[src/rtl/mips_ctrl_pkg.sv]
// Shared constants, state enum and control-word type for the multicycle MIPS controller.
// Optional macro MIPS_ADDI_EN adds the addi opcode and its two states.
package mips_ctrl_pkg;

  localparam logic [5:0] OP_RTYPE = 6'b000000;
  localparam logic [5:0] OP_LW    = 6'b100011;
  localparam logic [5:0] OP_SW    = 6'b101011;
  localparam logic [5:0] OP_BEQ   = 6'b000100;
  localparam logic [5:0] OP_J     = 6'b000010;
  localparam logic [5:0] OP_ADDI  = 6'b001000;

  localparam logic [1:0] ALUOP_ADD   = 2'b00;
  localparam logic [1:0] ALUOP_SUB   = 2'b01;
  localparam logic [1:0] ALUOP_FUNCT = 2'b10;

  localparam logic [1:0] SRCB_REG     = 2'b00;
  localparam logic [1:0] SRCB_FOUR    = 2'b01;
  localparam logic [1:0] SRCB_IMM     = 2'b10;
  localparam logic [1:0] SRCB_IMM_SH2 = 2'b11;

  localparam logic [1:0] PCSRC_ALU    = 2'b00;
  localparam logic [1:0] PCSRC_ALUOUT = 2'b01;
  localparam logic [1:0] PCSRC_JUMP   = 2'b10;

  typedef enum logic [3:0] {
    StFetch  = 4'd0,
    StDecode = 4'd1,
    StMemAdr = 4'd2,
    StMemRd  = 4'd3,
    StMemWb  = 4'd4,
    StMemWr  = 4'd5,
    StExec   = 4'd6,
    StRcomp  = 4'd7,
    StBranch = 4'd8,
    StJump   = 4'd9,
    StAddiEx = 4'd10,
    StAddiWb = 4'd11
  } state_e;

  typedef struct packed {
    logic       pc_write;
    logic       pc_write_cond;
    logic       iord;
    logic       mem_read;
    logic       mem_write;
    logic       ir_write;
    logic       mem_to_reg;
    logic       reg_dst;
    logic       reg_write;
    logic       alu_src_a;
    logic [1:0] alu_src_b;
    logic [1:0] alu_op;
    logic [1:0] pc_source;
    logic       instr_done;
    logic       illegal;
  } ctrl_word_t;

  function automatic logic op_legal(logic [5:0] op);
    logic legal;
    legal = (op == OP_RTYPE) || (op == OP_LW) || (op == OP_SW) || (op == OP_BEQ) ||
            (op == OP_J);
`ifdef MIPS_ADDI_EN
    legal = legal || (op == OP_ADDI);
`endif
    return legal;
  endfunction

endpackage

[src/rtl/mips_multicycle_control_if.sv]
// Controller <-> datapath/memory signal bundle; master is the control FSM side.
interface mips_multicycle_control_if #(
  parameter int unsigned STATE_W = 4
);
  logic [5:0]         Op;
  logic               Zero;
  logic               MemReady;
  logic               PCWrite;
  logic               PCWriteCond;
  logic               IorD;
  logic               MemRead;
  logic               MemWrite;
  logic               IRWrite;
  logic               MemtoReg;
  logic               RegDst;
  logic               RegWrite;
  logic               ALUSrcA;
  logic [1:0]         ALUSrcB;
  logic [1:0]         ALUOp;
  logic [1:0]         PCSource;
  logic               InstrDone;
  logic               Illegal;
  logic [STATE_W-1:0] State;

  modport master (
    input  Op, Zero, MemReady,
    output PCWrite, PCWriteCond, IorD, MemRead, MemWrite, IRWrite, MemtoReg, RegDst,
           RegWrite, ALUSrcA, ALUSrcB, ALUOp, PCSource, InstrDone, Illegal, State
  );

  modport slave (
    output Op, Zero, MemReady,
    input  PCWrite, PCWriteCond, IorD, MemRead, MemWrite, IRWrite, MemtoReg, RegDst,
           RegWrite, ALUSrcA, ALUSrcB, ALUOp, PCSource, InstrDone, Illegal, State
  );
endinterface

[src/rtl/mips_ctrl_decode.sv]
// Pure combinational state-to-control-word decoder (Moore outputs plus MemReady gating).
// Optional macro MIPS_ADDI_EN enables the addi states.
module mips_ctrl_decode
  import mips_ctrl_pkg::*;
(
  input  state_e     state_i,
  input  logic [5:0] op_i,
  input  logic       mem_ready_i,
  output ctrl_word_t ctrl_o
);

  always_comb begin
    ctrl_o = '0;
    case (state_i)
      StFetch: begin
        ctrl_o.mem_read  = 1'b1;
        ctrl_o.alu_src_b = SRCB_FOUR;
        ctrl_o.alu_op    = ALUOP_ADD;
        ctrl_o.pc_source = PCSRC_ALU;
        ctrl_o.ir_write  = mem_ready_i;
        ctrl_o.pc_write  = mem_ready_i;
      end
      StDecode: begin
        ctrl_o.alu_src_b = SRCB_IMM_SH2;
        ctrl_o.alu_op    = ALUOP_ADD;
        ctrl_o.illegal   = ~op_legal(op_i);
      end
      StMemAdr: begin
        ctrl_o.alu_src_a = 1'b1;
        ctrl_o.alu_src_b = SRCB_IMM;
        ctrl_o.alu_op    = ALUOP_ADD;
      end
      StMemRd: begin
        ctrl_o.mem_read = 1'b1;
        ctrl_o.iord     = 1'b1;
      end
      StMemWb: begin
        ctrl_o.reg_write  = 1'b1;
        ctrl_o.mem_to_reg = 1'b1;
        ctrl_o.instr_done = 1'b1;
      end
      StMemWr: begin
        ctrl_o.mem_write  = 1'b1;
        ctrl_o.iord       = 1'b1;
        ctrl_o.instr_done = mem_ready_i;
      end
      StExec: begin
        ctrl_o.alu_src_a = 1'b1;
        ctrl_o.alu_src_b = SRCB_REG;
        ctrl_o.alu_op    = ALUOP_FUNCT;
      end
      StRcomp: begin
        ctrl_o.reg_write  = 1'b1;
        ctrl_o.reg_dst    = 1'b1;
        ctrl_o.instr_done = 1'b1;
      end
      StBranch: begin
        ctrl_o.alu_src_a     = 1'b1;
        ctrl_o.alu_src_b     = SRCB_REG;
        ctrl_o.alu_op        = ALUOP_SUB;
        ctrl_o.pc_write_cond = 1'b1;
        ctrl_o.pc_source     = PCSRC_ALUOUT;
        ctrl_o.instr_done    = 1'b1;
      end
      StJump: begin
        ctrl_o.pc_write   = 1'b1;
        ctrl_o.pc_source  = PCSRC_JUMP;
        ctrl_o.instr_done = 1'b1;
      end
`ifdef MIPS_ADDI_EN
      StAddiEx: begin
        ctrl_o.alu_src_a = 1'b1;
        ctrl_o.alu_src_b = SRCB_IMM;
        ctrl_o.alu_op    = ALUOP_ADD;
      end
      StAddiWb: begin
        ctrl_o.reg_write  = 1'b1;
        ctrl_o.instr_done = 1'b1;
      end
`endif
      default: ;
    endcase
  end

endmodule

[src/rtl/mips_multicycle_control.sv]
// Multicycle MIPS main control FSM: next-state logic and state register around the decoder.
// Optional macro MIPS_ADDI_EN adds addi (ADDI_EX/ADDI_WB).
module mips_multicycle_control
  import mips_ctrl_pkg::*;
#(
  parameter int unsigned STATE_W = 4
) (
  input  logic                        clk,
  input  logic                        rst_n,
  mips_multicycle_control_if.master   bus
);

  state_e     state_q, state_d;
  logic       started_q;
  logic       ready_eff;
  ctrl_word_t cw, cw_out;

  // First edge after reset release must stay in FETCH, so MemReady is ignored until then.
  assign ready_eff = bus.MemReady & started_q;

  always_comb begin
    state_d = StFetch;
    case (state_q)
      StFetch:  state_d = ready_eff ? StDecode : StFetch;
      StDecode: begin
        case (bus.Op)
          OP_LW, OP_SW: state_d = StMemAdr;
          OP_RTYPE:     state_d = StExec;
          OP_BEQ:       state_d = StBranch;
          OP_J:         state_d = StJump;
`ifdef MIPS_ADDI_EN
          OP_ADDI:      state_d = StAddiEx;
`endif
          default:      state_d = StFetch;
        endcase
      end
      StMemAdr: state_d = (bus.Op == OP_LW) ? StMemRd : StMemWr;
      StMemRd:  state_d = ready_eff ? StMemWb : StMemRd;
      StMemWr:  state_d = ready_eff ? StFetch : StMemWr;
      StExec:   state_d = StRcomp;
`ifdef MIPS_ADDI_EN
      StAddiEx: state_d = StAddiWb;
`endif
      default:  state_d = StFetch;
    endcase
  end

  always_ff @(posedge clk or negedge rst_n) begin
    if (!rst_n) begin
      state_q   <= StFetch;
      started_q <= 1'b0;
    end else begin
      state_q   <= state_d;
      started_q <= 1'b1;
    end
  end

  mips_ctrl_decode u_decode (
    .state_i     (state_q),
    .op_i        (bus.Op),
    .mem_ready_i (ready_eff),
    .ctrl_o      (cw)
  );

  // Reset forces every output low even though the register already sits in FETCH.
  assign cw_out          = rst_n ? cw : '0;
  assign bus.PCWrite     = cw_out.pc_write;
  assign bus.PCWriteCond = cw_out.pc_write_cond;
  assign bus.IorD        = cw_out.iord;
  assign bus.MemRead     = cw_out.mem_read;
  assign bus.MemWrite    = cw_out.mem_write;
  assign bus.IRWrite     = cw_out.ir_write;
  assign bus.MemtoReg    = cw_out.mem_to_reg;
  assign bus.RegDst      = cw_out.reg_dst;
  assign bus.RegWrite    = cw_out.reg_write;
  assign bus.ALUSrcA     = cw_out.alu_src_a;
  assign bus.ALUSrcB     = cw_out.alu_src_b;
  assign bus.ALUOp       = cw_out.alu_op;
  assign bus.PCSource    = cw_out.pc_source;
  assign bus.InstrDone   = cw_out.instr_done;
  assign bus.Illegal     = cw_out.illegal;
  assign bus.State       = rst_n ? STATE_W'(state_q) : '0;

endmodule

[src/flat_wrapper.sv]
// flat-port wrapper written by rule: the top's interface ports become plain ports
module mips_multicycle_control_flat import mips_ctrl_pkg::*;
#(
  parameter int unsigned STATE_W = 4
)
  (clk, rst_n, bus_Op, bus_Zero, bus_MemReady, bus_PCWrite, bus_PCWriteCond, bus_IorD, bus_MemRead, bus_MemWrite, bus_IRWrite, bus_MemtoReg, bus_RegDst, bus_RegWrite, bus_ALUSrcA, bus_ALUSrcB, bus_ALUOp, bus_PCSource, bus_InstrDone, bus_Illegal, bus_State);
  mips_multicycle_control_if #(.STATE_W(STATE_W)) bus_i ();
  input  logic clk;
  input  logic rst_n;
  input wire logic [$bits(bus_i.Op)-1:0] bus_Op;
  input wire logic [$bits(bus_i.Zero)-1:0] bus_Zero;
  input wire logic [$bits(bus_i.MemReady)-1:0] bus_MemReady;
  output wire logic [$bits(bus_i.PCWrite)-1:0] bus_PCWrite;
  output wire logic [$bits(bus_i.PCWriteCond)-1:0] bus_PCWriteCond;
  output wire logic [$bits(bus_i.IorD)-1:0] bus_IorD;
  output wire logic [$bits(bus_i.MemRead)-1:0] bus_MemRead;
  output wire logic [$bits(bus_i.MemWrite)-1:0] bus_MemWrite;
  output wire logic [$bits(bus_i.IRWrite)-1:0] bus_IRWrite;
  output wire logic [$bits(bus_i.MemtoReg)-1:0] bus_MemtoReg;
  output wire logic [$bits(bus_i.RegDst)-1:0] bus_RegDst;
  output wire logic [$bits(bus_i.RegWrite)-1:0] bus_RegWrite;
  output wire logic [$bits(bus_i.ALUSrcA)-1:0] bus_ALUSrcA;
  output wire logic [$bits(bus_i.ALUSrcB)-1:0] bus_ALUSrcB;
  output wire logic [$bits(bus_i.ALUOp)-1:0] bus_ALUOp;
  output wire logic [$bits(bus_i.PCSource)-1:0] bus_PCSource;
  output wire logic [$bits(bus_i.InstrDone)-1:0] bus_InstrDone;
  output wire logic [$bits(bus_i.Illegal)-1:0] bus_Illegal;
  output wire logic [$bits(bus_i.State)-1:0] bus_State;
  assign bus_i.Op = bus_Op;
  assign bus_i.Zero = bus_Zero;
  assign bus_i.MemReady = bus_MemReady;
  assign bus_PCWrite = bus_i.PCWrite;
  assign bus_PCWriteCond = bus_i.PCWriteCond;
  assign bus_IorD = bus_i.IorD;
  assign bus_MemRead = bus_i.MemRead;
  assign bus_MemWrite = bus_i.MemWrite;
  assign bus_IRWrite = bus_i.IRWrite;
  assign bus_MemtoReg = bus_i.MemtoReg;
  assign bus_RegDst = bus_i.RegDst;
  assign bus_RegWrite = bus_i.RegWrite;
  assign bus_ALUSrcA = bus_i.ALUSrcA;
  assign bus_ALUSrcB = bus_i.ALUSrcB;
  assign bus_ALUOp = bus_i.ALUOp;
  assign bus_PCSource = bus_i.PCSource;
  assign bus_InstrDone = bus_i.InstrDone;
  assign bus_Illegal = bus_i.Illegal;
  assign bus_State = bus_i.State;
  mips_multicycle_control #(.STATE_W(STATE_W)) u_core (.clk(clk), .rst_n(rst_n), .bus(bus_i));
endmodule
[config.mk]
export PLATFORM = sky130hd
export DESIGN_NAME = mips_multicycle_control_flat
export DESIGN_NICKNAME = d
export VERILOG_FILES = /design/src/rtl/mips_ctrl_pkg.sv /design/src/rtl/mips_multicycle_control_if.sv /design/src/rtl/mips_ctrl_decode.sv /design/src/rtl/mips_multicycle_control.sv /design/src/flat_wrapper.sv
export SDC_FILE = /design/constraint.sdc
export NUM_CORES = 1
export LEC_CHECK = 0
export ABC_AREA = 1
export CAP_MARGIN = 20
export CORE_UTILIZATION = 40
export CTS_CLUSTER_SIZE = 25
export DETAILED_ROUTE_END_ITERATION = 16
export GPL_TIMING_DRIVEN = 0
export HOLD_SLACK_MARGIN = 0.08
export PLACE_DENSITY = 0.89
export SETUP_SLACK_MARGIN = 0.2
export SLEW_MARGIN = 10
export SYNTH_ARGS = -nofsm -noshare
export SYNTH_HDL_FRONTEND = slang
export SYNTH_SLANG_ARGS = --single-unit
[constraint.sdc]
create_clock -name clk -period 2 [get_ports clk]
set_input_delay 0.3 -clock clk [delete_from_list [all_inputs] [get_ports clk]]
set_output_delay 0.3 -clock clk [all_outputs]
set_load 0.05 [all_outputs]
==> results of run 1 <==
==> per-stage QoR <==
stage	setup slack [ps]	hold slack [ps]	instances	setup TNS, ps	cell area, um^2
floorplan	198	4.41	112	0	621
global placement	-844	606	157	-13390	940
detailed placement	-905	615	157	-14170	940
CTS	186	664	165	0	941
global route	158	688	166	0	1020
finish	234	663	166	0	1020
==> area by class of cell <==
class                      instances  area [um^2]
fill                             121          317
timing repair buffer              35          304
clock buffer                       4         26.3
inverter                          22         86.3
buffer                             2         12.5
sequential                         5          129
multi-input combinational         83          440
tap                               15         18.8
==> logic make-up after synthesis <==
kind of cell / Yosys count / share of synthesized area
AOI/OAI and AO/OA: 6 / 0.0531
buffers and inverters: 24 / 0.161
DFF: 5 / 0.212
other: 1 / 0.00636
and+or+nand+nor: 76 / 0.567
==> critical path: cells and delay by family, from the launching register on <==
kind / cells / cell delay (ps)
AOI/OAI and AO/OA: 1 / 130
and+or+nand+nor: 3 / 430
DFF: 1 / 440
buffers and inverters: 2 / 220
==> repair_timing <==
item                                    in CTS  in global routing
gates cloned                                 0                  0
endpoints found under the setup margin      22                 16
pin swaps                                    1                  3
hold endpoints to repair                     5                  0
resized for setup                           98                 43
buffers inserted                             3                  1
hold buffers                                 1                  0
==> cells in the final DEF, fill, tap and decap left out, drive strengths merged <==
cell | Yosys | layout
clkdlybuf4s15 | 0 | 1
inv | 22 | 21
conb | 1 | 1
clkinvlp | 0 | 1
nand4 | 1 | 1
nand3 | 8 | 8
dfrtp | 5 | 5
a31oi | 1 | 1
buf | 2 | 23
dlygate4sd3 | 0 | 1
dlygate4sd2 | 0 | 4
nor2 | 32 | 32
clkbuf | 0 | 5
a21oi | 5 | 5
nand3b | 1 | 1
clkdlybuf4s50 | 0 | 7
nand2 | 34 | 34
==> routing by layer <==
layer | GRT usage | share of wire | vias to the layer above
li1 | - | - | 409
met1 | 0.259 | 0.39 | 341
met5 | 0 | 0 | -
met3 | 0.0333 | 0.057 | 4
met2 | 0.464 | 0.53 | 35
met4 | 0.0750 | 0.016 | 0
==> registers in the layout, summed over array words and instances, names as in the netlist <==
register and cells:
u_core.started_q 1, u_core.state_q 4
==> how the worst min path moves through the flow <==
stage / to / cells after the start / slack (ps) / start
2_1_floorplan: u_core.started_q$_DFF_PN0_ / 0 / 4 / rst_n
3_3_place_gp: u_core.state_q[2]$_DFF_PN0_ / 1 / 610 / rst_n
3_5_place_dp: u_core.state_q[2]$_DFF_PN0_ / 1 / 620 / rst_n
4_1_cts: u_core.state_q[0]$_DFF_PN0_ / 2 / 660 / rst_n
5_1_grt: u_core.state_q[0]$_DFF_PN0_ / 2 / 690 / rst_n
6_report: u_core.state_q[0]$_DFF_PN0_ / 2 / 660 / rst_n
==> power breakdown <==
part | internal, mW | leakage [nW] | switching [mW] | total (mW)
Clock | 0.0754 | 0.0150 | 0.0418 | 0.117
Combinational | 0.0517 | 0.519 | 0.0905 | 0.142
Sequential | 0.105 | 0.0616 | 0.00481 | 0.110
Total | 0.232 | 0.596 | 0.137 | 0.369
==> results.txt, run 1 <==
The flow ran to the end, and the final reports show no timing, DRC or antenna violations. The floorplan has 13 rows. For this run the aggregate overflow at the end of global routing stands at 0.

The initial antenna violation count came out at 0. The most common cell in the netlist is sky130_fd_sc_hd__nand2_1. The count of state elements after synthesis was 5. The capturing instance or port of the critical path was bus_PCWrite. The maximum clock skew at final layout is 8.05 ps, and the port buffer count is 30.

Number of inserted diodes: 0. In this run the worst setup path begins at u_core.state_q[2]$_DFF_PN0_. The run gives 1 as the depth of the CTS H-tree. The most prevalent standard cell on the critical path is sky130_fd_sc_hd__nor2_4. The run gives 32 as the total I/O pin count. Synthesis produced 112 cells. Die area: 1630 um^2. For the worst setup path, the data arrival time is 1470 ps. STA classifies the critical path startpoint as a register. The clock net in this run drives a total of 5 sinks. The run gives 0.239 as the combined global-route utilization of all metal layers. For this design the static power due to leakage is 0.596 nW. Once detail routing completed, the nets flagged for antenna violations numbered 0. The tools report the post-synth net total as 122.

The run gives 1700 ps as the required time of the critical path. Measured along the x axis, the die boundary spans 40.4 um. The die is 40.4 um tall.

The critical path class is reg2out. Clock latency on the worst-skew pair: 250 ps. Beginning of the worst register-to-register path: u_core.state_q[2]$_DFF_PN0_. After the last flow step, the layout net total stands at 162.

The first global-routing pass estimated 2640 um of wire. For the number of max-cap violations, the log shows 0. Of all nets on the critical path, the largest fanout is 6.

Summing internal, switching and leakage power gives 0.369 mW. In this run, the number of DRC markers left after iteration 0 of detailed routing was 16. Routability-driven placement finished with a final weighted congestion of 0.809. The dominant synthesized flop cell is sky130_fd_sc_hd__dfrtp_1.

Share of final-layout standard cells stronger than drive strength 1: 0.391. The floorplan step defined a core boundary enclosing 1330 um^2. In this run the cell area of the synthesized design comes to 589 um^2. For the count of endpoints failing hold in the final timing report, the log shows 0. Yosys mapped a number of flops with a built-in enable equal to 0. The delay of the slowest cell on the worst path came out at 440 ps. Average detailed-routed wire length per instance: 10.9 um. Endpoint of the worst-slack reg-to-reg timing path: u_core.state_q[2]$_DFF_PN0_.

TritonCTS built the clock tree. Setup repair after global routing could not meet its margin everywhere. Final clock period utilization by the worst path: 0.883. Effective utilization at floorplan: 0.442.

The worst-case IR drop observed on VDD is 0.354 mV. In the routed layout, each cell is associated on average with a via count of 4.75. The share of flip-flops with an asynchronous set or reset was 1.00; the internal reg-to-reg setup slack was 740 ps. Clock tree synthesis selected as its root buffer the cell sky130_fd_sc_hd__clkbuf_4. The tools report the sequential element share of the synthesized area as 0.212. The run gives 4 as the count of TritonRoute iterations in the first routing pass. The mean post-synth cell area works out to 5.26 um^2. The largest total area in the synthesized netlist belongs to sky130_fd_sc_hd__dfrtp_1.

After synthesis, the netlist uses 17 different library cells. After detailed routing, the number of remaining DRC violations is 0. The total via count after detailed routing was 789; the clock slew at the register clock pins of the worst setup and hold paths was 50 ps. The routed design could run at a clock period as short as 1770 ps. By area the synthesized netlist is led by sky130_fd_sc_hd__dfrtp_1, sky130_fd_sc_hd__nand2_1, sky130_fd_sc_hd__nor2_1. The HPWL after detailed placement is 1320 um. Maximum number of pins on one net before global-route repair: 11.

The worst setup path is captured at an output port. The path class of the tightest hold or removal check is in2async. On the critical path, the stage with the largest delay is an instance of sky130_fd_sc_hd__dfrtp_2.

The maximum root-to-sink buffer count is 2. Counting instances in the post-synthesis netlist gives the leading cell types as sky130_fd_sc_hd__nand2_1, sky130_fd_sc_hd__nor2_1, sky130_fd_sc_hd__inv_1. The critical path goes through nor2_4, nand2_2, nor2_4, inv_2, a21oi_2, buf_6. The logs give 0 for the count of final max-slew check failures and 1800 um for the wire length reported by the detailed router. The run gives 0 as the count of warnings emitted by yosys. The depth of the worst register-to-register path works out to 8.

The number of global-route vias before repair was 654; the ratio of total power to cell area was 363 nW/um^2. The utilization of the core after routing is 0.763. Area growth from synthesis to layout: 72.6%.

The share of Yosys cell area claimed by the top area cell type is 0.212, and the maximum clock frequency is 0.566 GHz. For the CTS buffer count, the log shows 3. Setup violations remaining at the end of the flow were counted as 0.
Note: power is estimated with default switching activity, not from simulation.
==> run 2, diff against run 1 <==
--- a/config.mk
+++ b/config.mk
@@ -10,7 +10,6 @@
 export CORE_UTILIZATION = 40
 export CTS_CLUSTER_SIZE = 25
 export DETAILED_ROUTE_END_ITERATION = 16
-export GPL_TIMING_DRIVEN = 0
 export HOLD_SLACK_MARGIN = 0.08
 export PLACE_DENSITY = 0.89
 export SETUP_SLACK_MARGIN = 0.2
==> run 2 against run 1 <==
- the run now fails in 5_1_grt
- area after synthesis is the same
- synthesized cell count unchanged
==> results.txt, run 2 <==
The run gives 1 as the depth of the CTS H-tree. The tools report the maximum root-to-sink buffer count as 2. It got as far as 5_1_grt and failed there. The tools report the sequential element share of the synthesized area as 0.212. For this run, the number of Yosys warnings is 0. The floorplan row count was 13. The maximum number of pins on one net before global-route repair was 11; the synthesized instance count was 112.

The first error in the log reads "[ERROR DPL-0033] detailed placement checks failed during check placement". The netlist uses 17 different library cells. In the post-synthesis netlist, the biggest area contributors are sky130_fd_sc_hd__dfrtp_1, sky130_fd_sc_hd__nand2_1, sky130_fd_sc_hd__nor2_1.

The total I/O pin count is 32, and the weighted congestion reported at the end of routability-driven placement is 0.836. Half-perimeter wire length after detailed placement: 1570 um. Kind of endpoint with the least setup slack: a top-level output.

The tools report the effective utilization at floorplan as 0.442. Port buffer count: 30. The mean post-synth cell area is 5.26 um^2.

Share of flip-flops with an asynchronous set or reset: 1.00. The run stopped with a tool error. The run gives 0 as the initial antenna violation count. In this run the clock root is driven by a sky130_fd_sc_hd__clkbuf_4.

The synthesized design contains 0 enable-type register cells. The most common cell in the netlist is sky130_fd_sc_hd__nand2_1. The floorplan step set the die height to 40.4 um.

Sorting the synthesized cells by how often they occur yields sky130_fd_sc_hd__nand2_1, sky130_fd_sc_hd__nor2_1, sky130_fd_sc_hd__inv_1. The count of state elements after synthesis is 5, and the number of clock sinks is 5. Post-synth net total: 122. The most area-hungry cell type in the Yosys netlist was sky130_fd_sc_hd__dfrtp_1. The run gives 3 as the CTS buffer count.

The die is 40.4 um wide. After synthesis the cells add up to 589 um^2. Once global-route timing repair stopped, the endpoint with the least setup slack was bus_InstrDone. The share of Yosys cell area claimed by the top area cell type came out at 0.212.

Among all flip-flop cells after synthesis, the most frequent one is sky130_fd_sc_hd__dfrtp_1.
==> run 2: cell counts after synthesis <==
Identical to the previous run, type by type.
==> run 2: through the flow <==
stage / area (um^2) / worst slack, ps / std cells
floorplan: 621 / 198 / 112
global placement: 1150 / 9.49 / 156
detailed placement: 1150 / -75.1 / 156
CTS: 1240 / 149 / 164
==> run 2: cells by family after synthesis <==
| logic type | after synthesis | share of synthesized area |
|---|---|---|
| compound gates | 6 | 0.0531 |
| simple gates | 76 | 0.567 |
| buf+inv | 24 | 0.161 |
| other cells | 1 | 0.00636 |
| flops | 5 | 0.212 |
==> run 2: timing repair <==
action                     in CTS
hold buffers                    0
gates resized for setup        12
setup endpoints to repair      14
gates cloned                    0
setup buffers                   4
pin swaps                       3
==> run 3, diff against run 2 <==
--- a/config.mk
+++ b/config.mk
@@ -7,12 +7,10 @@
 export LEC_CHECK = 0
 export ABC_AREA = 1
 export CAP_MARGIN = 20
-export CORE_UTILIZATION = 40
-export CTS_CLUSTER_SIZE = 25
+export CORE_AREA = 2 2 63 65
 export DETAILED_ROUTE_END_ITERATION = 16
-export HOLD_SLACK_MARGIN = 0.08
-export PLACE_DENSITY = 0.89
-export SETUP_SLACK_MARGIN = 0.2
+export DIE_AREA = 0 0 65 67
+export PLACE_DENSITY_LB_ADDON = 0.15
 export SLEW_MARGIN = 10
 export SYNTH_ARGS = -nofsm -noshare
 export SYNTH_HDL_FRONTEND = slang
==> run 3 against run 2 <==
- the run now ends clean
==> results.txt, run 3 (synthesis gave the netlist of run 1 again) <==
Half-perimeter wire length after detailed placement: 1540 um. The min-delay analysis places its worst path in the category in2async. The count of final max-slew check failures was 0; the number of inserted diodes was 0.

After detailed routing, the total wire length is 1720 um. The first global-routing pass estimated 2930 um of wire. 32 I/O pins were placed. The count of TritonRoute iterations in the first routing pass was 4; the port buffer count was 30. In the final layout, the registers with the most flip-flops are u_core.state_q: 4 flops, u_core.started_q: 1 flops. The tools report the required time of the critical path as 1700 ps. The depth of the CTS H-tree came out at 1.

The delay of the slowest cell on the worst path was 590 ps. Setup repair after global routing could not meet its margin everywhere. The initialized floorplan defines 22 standard-cell rows. Share of final-layout standard cells stronger than drive strength 1: 0.303. The tools report the die area as 4360 um^2.

The flow ran to the end, and the final reports show no timing, DRC or antenna violations. Timing analysis after detailed placement gives a worst setup slack of -5.04 ps. The run gives 3610 um^2 as the core area. Clock-pin slew was measured on the worst setup and hold paths at 30 ps. Relative to the synthesized area, the layout overhead comes to 117%. The register with the most flip-flops in the layout has 4 of them.

Critical path's top delay family: buffers and inverters. The tools report the beginning of the worst register-to-register path as u_core.state_q[2]$_DFF_PN0_. The count of endpoints failing hold in the final timing report was 0; the total via count after detailed routing was 763.

TritonCTS built the clock tree. The initial detailed-routing violation count is 25. The run gives 0 as the number of remaining DRC errors. The tools report the combined global-route utilization of all metal layers as 0.0859. The die is 67 um tall. The weighted congestion reported at the end of routability-driven placement is 0.744. The final clock period utilization by the worst path was 0.966; the final-stage net count was 163.

Number of global-route vias before repair: 716. Counting along the longest clock path gives a buffer depth of 2. The logs give 0 for the final antenna-violating net count and 68.5 ps for the worst setup slack after layout. Across all hold checks on the routed design, the worst slack comes to 551 ps. Clock tree synthesis inserted a total of 3 buffers. After global routing the overflow that remains totals 0. After filler insertion, the fill cell instance count of the layout stands at 390. For the initial antenna violation count, the log shows 0. The combined area of the multi-input logic cells was 382 um^2. The chip width was 65 um; the data arrival time of the critical path was 1630 ps.

After clock tree synthesis, the flow added hold-fix buffers numbering 0. The ratio of total power to cell area was 348 nW/um^2. After detailed routing, the number of vias per cell comes to 3.82.

In the final layout, flip-flops and latches occupy 125 um^2. STA classifies the critical path startpoint as an input port. Static timing analysis puts the maximum clock frequency at 0.518 GHz. Tracing the worst setup path back leads to its startpoint at rst_n. The register name with the most flops is u_core.state_q. Across the run, the number of max-cap violations was 0.

The worst IR drop on VDD is 0.161 mV, and the number of buffers and inverters on the critical path is 4. In this run, placement finished with an instance count of 193. Most frequent standard cell in the layout excluding fill and tap cells: sky130_fd_sc_hd__nand2_1. STA classifies the critical path endpoint as an output port. For this design the static power due to leakage is 0.661 nW. Clock tree root buffer cell: sky130_fd_sc_hd__clkbuf_8. The critical path class is in2out. Walking the worst path, the cells encountered are clkdlybuf4s50_1, clkinvlp_4, buf_4, a21oi_1, buf_12. For the maximum number of pins on one net before global-route repair, the log shows 15.

In the layout the commonest cells are sky130_fd_sc_hd__nand2_1, sky130_fd_sc_hd__nor2_1, sky130_fd_sc_hd__buf_12. The clock latency on the worst-skew pair is 220 ps. The slowest cell on the critical path was sky130_fd_sc_hd__clkdlybuf4s50_1. Setup violations remaining at the end of the flow were counted as 0.

After the flow finishes, the layout carries non-filler instances totaling 200. Of all nets on the critical path, the largest fanout is 9. The utilization of the core after routing is 0.355, and the final period demand of the worst path is 1930 ps.

The run gives 5 as the number of clock sinks. Clock skew on the completed layout was measured at 0.814 ps. The run gives 0.163 as the effective utilization at floorplan. In the final routed layout, each cell accounts on average for 8.61 um.
==> run 3: worst paths after layout <==
kind | slack, ps | cells past startpoint | end
hold / removal | 550 | 2 | u_core.started_q$_DFF_PN0_
max in group asynchronous | 1330 | 2 | u_core.state_q[0]$_DFF_PN0_
min in group clk | 710 | 4 | u_core.state_q[1]$_DFF_PN0_
hold reg to reg | 710 | 4 | u_core.state_q[1]$_DFF_PN0_
setup / recovery | 70 | 5 | bus_MemRead
setup reg to reg | 880 | 7 | u_core.state_q[2]$_DFF_PN0_
==> run 3: cell type report <==
| cell class | instances | share of cell area |
|---|---|---|
| Timing Repair Buffer | 38 | 0.454 |
| Multi-Input combinational cell | 83 | 0.298 |
| Tap cell | 48 | 0.0470 |
| Inverter | 22 | 0.0675 |
| Clock buffer | 4 | 0.0352 |
| Sequential cell | 5 | 0.0978 |
==> run 3: through the flow <==
stage | setup TNS, ps | power [mW] | cell area [um^2]
after floorplan | 0 | 0.183 | 592
after global placement | 0 | 0.260 | 1200
after detailed placement | -5.04 | 0.260 | 1200
after CTS | -15.5 | 0.447 | 1240
after global routing | -46.0 | 0.476 | 1280
final | 0 | 0.445 | 1280
==> run 3: layer usage <==
metal / up-vias / routed length, um / track usage
met5: - / 0 / 0
met4: 0 / 18 / 0.0479
met3: 2 / 114 / 0.0169
met2: 27 / 802 / 0.146
met1: 321 / 786 / 0.101
li1: 413 / - / -
==> run 3: repair_timing <==
action                                 in CTS  in global routing
setup endpoints to repair                   1                  3
gates cloned                                0                  0
endpoints found under the hold margin       0                  0
gates resized for setup                     0                  3
setup buffers                               0                  3
==> run 3: where the power goes <==
part	internal, mW	leakage, nW	switching, mW	total, mW
logic	0.0698	0.572	0.0863	0.156
clock network	0.136	0.0228	0.0441	0.180
registers	0.105	0.0666	0.00325	0.108
